File: config.mk
export PLATFORM = sky130hd
export DESIGN_NAME = regfile_mp_sb
export DESIGN_NICKNAME = d
export VERILOG_FILES = /design/src/rtl/regfile_pkg.sv /design/src/rtl/regfile_scoreboard.sv /design/src/rtl/regfile_mp_sb.sv
export SDC_FILE = /design/constraint.sdc
export NUM_CORES = 1
export LEC_CHECK = 0
export BUFFER_PORTS_ARGS = -buffer_cell sky130_fd_sc_hd__buf_2
export CAP_MARGIN = 20
export CORE_MARGIN = 5
export CORE_UTILIZATION = 60
export DETAILED_ROUTE_END_ITERATION = 16
export PLACE_DENSITY = 0.84
export SYNTH_ARGS = -nofsm -noshare
export SYNTH_HDL_FRONTEND = slang
export SYNTH_SLANG_ARGS = --single-unit
File: constraint.sdc
create_clock -name clock -period 8 [get_ports clock]
set_clock_uncertainty 0.2 [all_clocks]
set_input_delay 0.4 -clock clock [delete_from_list [all_inputs] [get_ports clock]]
set_output_delay 0.4 -clock clock [all_outputs]
set_load 0.05 [all_outputs]
File: src/rtl/regfile_pkg.sv
// Shared types and constants for the multi-port register file.
package regfile_pkg;

  localparam int unsigned DATA_WIDTH     = 8;
  localparam int unsigned ADDR_WIDTH     = 5;
  localparam int unsigned MAX_READ_PORTS = 4;

  typedef logic [DATA_WIDTH-1:0] regfile_data_t;
  typedef logic [ADDR_WIDTH-1:0] regfile_addr_t;

  localparam regfile_addr_t REG_ZERO = '0;

endpackage

File: src/rtl/regfile_scoreboard.sv
// Pending-bit scoreboard: tracks registers whose producer has issued but not
// yet written back, and keeps a registered count of them.
module regfile_scoreboard
  import regfile_pkg::*;
#(
  parameter int unsigned ADDRESS_WIDTH = ADDR_WIDTH
) (
  input  logic                     clock,
  input  logic                     reset_n,
  input  logic                     wr0_en,
  input  logic [ADDRESS_WIDTH-1:0] wr0_addr,
  input  logic                     wr1_en,
  input  logic [ADDRESS_WIDTH-1:0] wr1_addr,
  input  logic                     issue,
  input  logic [ADDRESS_WIDTH-1:0] issue_addr,
  output logic [2**ADDRESS_WIDTH-1:0] pending,
  output logic [ADDRESS_WIDTH:0]   busy_count
);

  localparam int unsigned DEPTH = 2**ADDRESS_WIDTH;
  localparam int unsigned CW    = ADDRESS_WIDTH + 1;

  logic [DEPTH-1:0] pending_next;
  logic [CW-1:0]    count_next;

  // Writebacks clear first, then issue sets, so a new producer outranks the old writeback.
  always_comb begin
    pending_next = pending;
    count_next   = '0;
    if (wr0_en) pending_next[wr0_addr] = 1'b0;
    if (wr1_en) pending_next[wr1_addr] = 1'b0;
    if (issue && (issue_addr != ADDRESS_WIDTH'(REG_ZERO))) pending_next[issue_addr] = 1'b1;
    pending_next[0] = 1'b0;
    for (int unsigned i = 0; i < DEPTH; i++) begin
      count_next = count_next + CW'(pending_next[i]);
    end
  end

  // Pending bits and their popcount update on the same edge.
  always_ff @(posedge clock or negedge reset_n) begin
    if (!reset_n) begin
      pending    <= '0;
      busy_count <= '0;
    end else begin
      pending    <= pending_next;
      busy_count <= count_next;
    end
  end

endmodule

File: src/rtl/regfile_mp_sb.sv
// Multi-port register file with write-tracking scoreboard.
// Optional same-cycle write-to-read bypass: define REGFILE_BYPASS_EN.
module regfile_mp_sb
  import regfile_pkg::*;
#(
  parameter int unsigned WIDTH         = DATA_WIDTH,
  parameter int unsigned ADDRESS_WIDTH = ADDR_WIDTH,
  parameter int unsigned READ_PORTS    = 2
) (
  input  logic                                clock,
  input  logic                                reset_n,
  input  logic                                we0,
  input  logic [ADDRESS_WIDTH-1:0]            wa0,
  input  logic [WIDTH-1:0]                    wd0,
  input  logic                                we1,
  input  logic [ADDRESS_WIDTH-1:0]            wa1,
  input  logic [WIDTH-1:0]                    wd1,
  input  logic                                issue,
  input  logic [ADDRESS_WIDTH-1:0]            issue_addr,
  input  logic [READ_PORTS*ADDRESS_WIDTH-1:0] ra,
  output logic [READ_PORTS*WIDTH-1:0]         rd,
  output logic [READ_PORTS-1:0]               rbusy,
  output logic [ADDRESS_WIDTH:0]              busy_count
);

  localparam int unsigned DEPTH = 2**ADDRESS_WIDTH;

  if (READ_PORTS < 1 || READ_PORTS > MAX_READ_PORTS) begin : g_bad_ports
    $error("regfile_mp_sb: READ_PORTS out of range");
  end

  logic [WIDTH-1:0] regs [DEPTH];
  logic [DEPTH-1:0] pending;
  logic             w0_en;
  logic             w1_en;

  // Register 0 is never written; port 1 wins an address collision.
  assign w1_en = we1 && (wa1 != ADDRESS_WIDTH'(REG_ZERO));
  assign w0_en = we0 && (wa0 != ADDRESS_WIDTH'(REG_ZERO)) && !(w1_en && (wa1 == wa0));

  // Storage array, cleared asynchronously.
  always_ff @(posedge clock or negedge reset_n) begin
    if (!reset_n) begin
      for (int unsigned i = 0; i < DEPTH; i++) regs[i] <= '0;
    end else begin
      if (w0_en) regs[wa0] <= wd0;
      if (w1_en) regs[wa1] <= wd1;
    end
  end

  regfile_scoreboard #(
    .ADDRESS_WIDTH (ADDRESS_WIDTH)
  ) u_scoreboard (
    .clock      (clock),
    .reset_n    (reset_n),
    .wr0_en     (w0_en),
    .wr0_addr   (wa0),
    .wr1_en     (w1_en),
    .wr1_addr   (wa1),
    .issue      (issue),
    .issue_addr (issue_addr),
    .pending    (pending),
    .busy_count (busy_count)
  );

  for (genvar k = 0; k < READ_PORTS; k++) begin : g_rd
    logic [ADDRESS_WIDTH-1:0] addr;
    logic [WIDTH-1:0]         data;
    logic                     busy;

    assign addr = ra[k*ADDRESS_WIDTH +: ADDRESS_WIDTH];

    // Combinational read mux; register 0 always reads as zero and idle.
    always_comb begin
      data = regs[addr];
      busy = pending[addr];
`ifdef REGFILE_BYPASS_EN
      if (reset_n && w1_en && (wa1 == addr)) begin
        data = wd1;
        busy = issue && (issue_addr == addr);
      end else if (reset_n && w0_en && (wa0 == addr)) begin
        data = wd0;
        busy = issue && (issue_addr == addr);
      end
`endif
      if (addr == ADDRESS_WIDTH'(REG_ZERO)) begin
        data = '0;
        busy = 1'b0;
      end
    end

    assign rd[k*WIDTH +: WIDTH] = data;
    assign rbusy[k]             = busy;
  end

endmodule

==> parameters.txt <==
Parameter                              Value

Clock network
  Worst-case clock buffer depth ... 3
  Latest clock arrival within the worst-skew pair ... 0.53 ns
  Post-CTS Resized ... 0
  Number of buffers created by CTS ... 34
  Clock tree from TritonCTS ... built
  H-tree depth ... 2
  Clock transition at path regs ... approximately 0.070 ns
  Buffer cell driving the clock tree root ... clkbuf_16
  Post CTS Setup Buffer Count ... 0
  Sinks on the clock net ... 293

Timing
  FMAX ... 150 MHz
  Worst hold-check slack ... around 0.16 ns
  Period minus WS final ... 6.66 ns
  Setup total negative slack ... 0 ns
  Actual transition at the worst max-transition pin ... 1.26 ns
  Setup repair after global routing missed its margin ... false
  Number of failing setup endpoints in the final timing report ... 0
  Max-slew headroom ... about 16%
  Post-route fraction of the period consumed by the critical path ... 83.2%
  Slew Limit Fails ... 0
  Endpoints failing hold ... 0

Worst setup path
  Worst r2r src ... u_scoreboard.pending[2]$_DFF_PN0_
  Most used cell along the critical path ... fa_1
  Worst stage delay on the critical path ... 0.55 ns
  Setup slack, reg-to-reg ... roughly 2.5 ns
  Worst R2R Path Depth ... 15
  Setup crit end kind ... flop
  Cells along the critical path ... buf_2 -> or4_4 -> o211ai_4 -> buf_4 -> o211ai_1 -> buf_4 -> a32o_1 -> inv_2 -> fa_1 -> fa_1 -> fa_1 -> inv_1 -> fa_1 -> inv_1 -> fa_1 -> fa_1 -> inv_1 -> ha_1 -> fa_1 -> a21o_1 -> a21oi_1 -> xnor2_1
  Arrival time reported for the critical path endpoint ... a little under 7 ns
  Critical register-to-register path endpoint ... u_scoreboard.busy_count[4]$_DFF_PN0_
  Required time of the critical path ... 8.25 ns
  Worst Setup Path Type ... input pin to flop
  Critical path depth in cells ... 22
  Critical Path End ... u_scoreboard.busy_count[4]$_DFF_PN0_
  Startpoint class of the critical path ... input pin
  Startpoint of the worst setup timing path ... wa1[2]
  Top fanout value on the critical path ... 15
  Cell with the biggest individual delay on the critical path ... or4_4
  Cell type group with the largest total delay on the critical path ... adder cells
  Buffering stage count on the worst path with inverters included ... 7

Worst hold path
  Class of the tightest hold or removal check ... input pin to flop

Synthesis
  Post-synth top area cell ... dfrtp_1
  Post-Syn Area per Cell ... 10.3 um^2
  Synth Instances ... about 1900
  YS warnings ... 0
  Yosys reg bits ... a little under 300
  Post-Syn Area ... 0.0195 mm^2
  Number of nets produced by synthesis ... 1961
  Fraction of synthesized cell area taken by the top area cell type ... 37.7%
  Leading cell types by total area after synthesis ... dfrtp_1 (38%), mux2i_1 (14%), mux4_2 (12%), a21oi_1 (6.0%), nor2_1 (5.6%)
  Register area share after synthesis ... between 30 and 40%
  Post-synth cell types ... 48

Placed design
  Number of input and output port buffers inserted ... approximately 70
  DP Wirelength ... roughly 41 mm
  Final weighted congestion in routability-driven placement ... approximately 1.0
  Number of placed instances with taps included ... between 2000 and 2500

Floorplan
  Die ar. ... 0.0361 mm^2
  I/O pin count ... 70
  Initial core utilization ... 60.2%
  Die width ... 190 um
  Std cell rows ... 66
  CORE AREA ... 0.0323 mm^2
  Die height ... 190 um

Layout
  Commonest non-fill, non-tap cell in the layout ... dfrtp_1
  Number of filler cells placed in the layout ... 2384
  NumNets Final ... 1932
  Layout area overhead ... 8.41%
  Most used cells in the layout excluding fill and tap cells ... dfrtp_1 (293), nor2_1 (291), mux2i_1 (274)
  Layout Cells excl Fill ... 2322
  Proportion of layout cells with a drive suffix above 1 ... 19.4%

Detailed routing
  DR WL/cell ... 28.0 um
  First-iteration detailed-routing DRC count ... 2424
  Total length of routed met2 wires ... 28.7 mm
  Met3 Wirelength ... 8.49 mm
  Residual antenna-violating net count after detailed routing ... 0
  Uppermost routed layer ... met4
  Number of detailed-route iterations in the first pass ... 6
  Routed vias ... approximately 17000
  Detail-routed via count per cell ... around 7.1
  Detailed-route wire length on metal 1 ... 23.6 mm
  Drc violations ... 0
  Aggregate routed wire length ... ~65 mm

Run status
  Result of the run ... complete, no violations

Global route
  Pin count of the biggest net entering global routing ... about 160
  All-Layer GR Usage ... 35.7%
  Global-route wire length before repair ... 98.6 mm
  Vias in the first global route ... 16400
  Antenna violations before repair ... 2
  Global route overflow ... 0

Run
  Maxcap violations ... 0

Power and ir drop
  Static leakage ... 10.2 nW
  Areal power density over the cells ... 330 mW/mm^2
  Worst voltage drop across the vdd grid ... 0.000817 V
## registers in the layout (all words and copies together) (netlist names)
register	flops
u_scoreboard.pending	31
u_scoreboard.busy_count	6
regs	256
## per-layer routing
metal | global-route usage (%) | vias to the layer above
li1 | - | 6829
met1 | 47.5 | 8101
met2 | 53.1 | 1331
met3 | 9.94 | 292
met4 | 20.2 | 0
met5 | 0 | -
## cells by family after synthesis
logic type / Yosys count / share of synthesized area, %
xor gates and xnor gates: 8 / 0.360
buffers and inverters: 235 / 5.56
AOI/OAI and AO/OA: 428 / 13.9
adders and majority gates: 32 / 2.95
muxes: 436 / 29.6
and+or+nand+nor: 451 / 9.92
DFF: 293 / 37.7
## Yosys cell counts, drive strengths merged
| cell | number |
|---|---|
| nor3 | 6 |
| nand2 | 70 |
| nor3b | 4 |
| o21a | 15 |
| o41ai | 2 |
| ha | 9 |
| nor2b | 30 |
| o21ai | 19 |
| a31oi | 24 |
| xor2 | 1 |
| a32oi | 7 |
| and3 | 3 |
| inv | 44 |
| a21o | 2 |
| or2 | 3 |
| o211ai | 33 |
| dfrtp | 293 |
| a211oi | 20 |
| mux2 | 56 |
| mux4 | 106 |
| nor2 | 291 |
| a32o | 23 |
| nand2b | 12 |
| mux2i | 274 |
| o31ai | 14 |
| nor4 | 2 |
| or4 | 1 |
| and3b | 1 |
| o211a | 1 |
| a221oi | 14 |
| clkbuf | 113 |
| buf | 78 |
| nand4 | 25 |
| a21oi | 232 |
| a221o | 2 |
| xnor2 | 7 |
| o31a | 2 |
| o22ai | 18 |
| and2 | 3 |
| fa | 23 |
## power by group
part	leakage, nW	switching (mW)	total, mW	internal [mW]
registers	3.52	0.351	2.27	1.92
clock network	0.575	0.661	1.66	1.00
logic	6.06	1.62	3.02	1.40
## timing repair
item | 4_1_cts | 5_1_grt
endpoints found under the hold margin | 87 | 0
hold buffers | 1 | 0
setup endpoints to repair | 0 | 0
## how the worst min path moves through the flow
| stage | from | endpoint | slack [ns] | depth (start not counted) |
|---|---|---|---|---|
| 4_1_cts | issue_addr[1] | u_scoreboard.pending[1]$_DFF_PN0_ | 0.14 | 4 |
| 3_3_place_gp | regs[253]$_DFF_PN0_ | regs[253]$_DFF_PN0_ | 0.18 | 0 |
| 6_report | issue_addr[1] | u_scoreboard.pending[1]$_DFF_PN0_ | 0.16 | 4 |
| 2_1_floorplan | reset_n | regs[0]$_DFF_PN0_ | -0.1 | 0 |
| 3_5_place_dp | regs[253]$_DFF_PN0_ | regs[253]$_DFF_PN0_ | 0.19 | 0 |
| 5_1_grt | issue_addr[1] | u_scoreboard.pending[1]$_DFF_PN0_ | 0.20 | 4 |
## worst min-delay path: stages
cell and delay, ns:
buf_2 0.14, nor2b_1 0.10, nand2_1 0.08, o21ai_0 0.11
## metrics by stage
step / util (%) / area, um^2 / setup slack [ns] / power, mW
floorplan: - / 19500 / 1.58 / 4.38
global placement: 61.5 / 19900 / 0.971 / 5.01
detailed placement: 61.6 / 19900 / 0.914 / 5.19
CTS: 65.2 / 21100 / 1.43 / 6.86
global route: 65.3 / 21100 / 1.18 / 7.29
finish: 65.3 / 21100 / 1.34 / 6.95
## layout make-up
| type | count | area (um^2) | area share [%] |
|---|---|---|---|
| clock inverters | 12 | 170 | 0.807 |
| diodes | 1 | 2.50 | 0.0119 |
| repair buffers | 126 | 828 | 3.93 |
| inverters | 44 | 165 | 0.783 |
| multi-input cells | 1355 | 11000 | 52.3 |
| clock buffers | 49 | 998 | 4.73 |
| flip-flops and latches | 293 | 7330 | 34.8 |
| well taps | 442 | 553 | 2.62 |
Power figures use the tool's default switching activity.
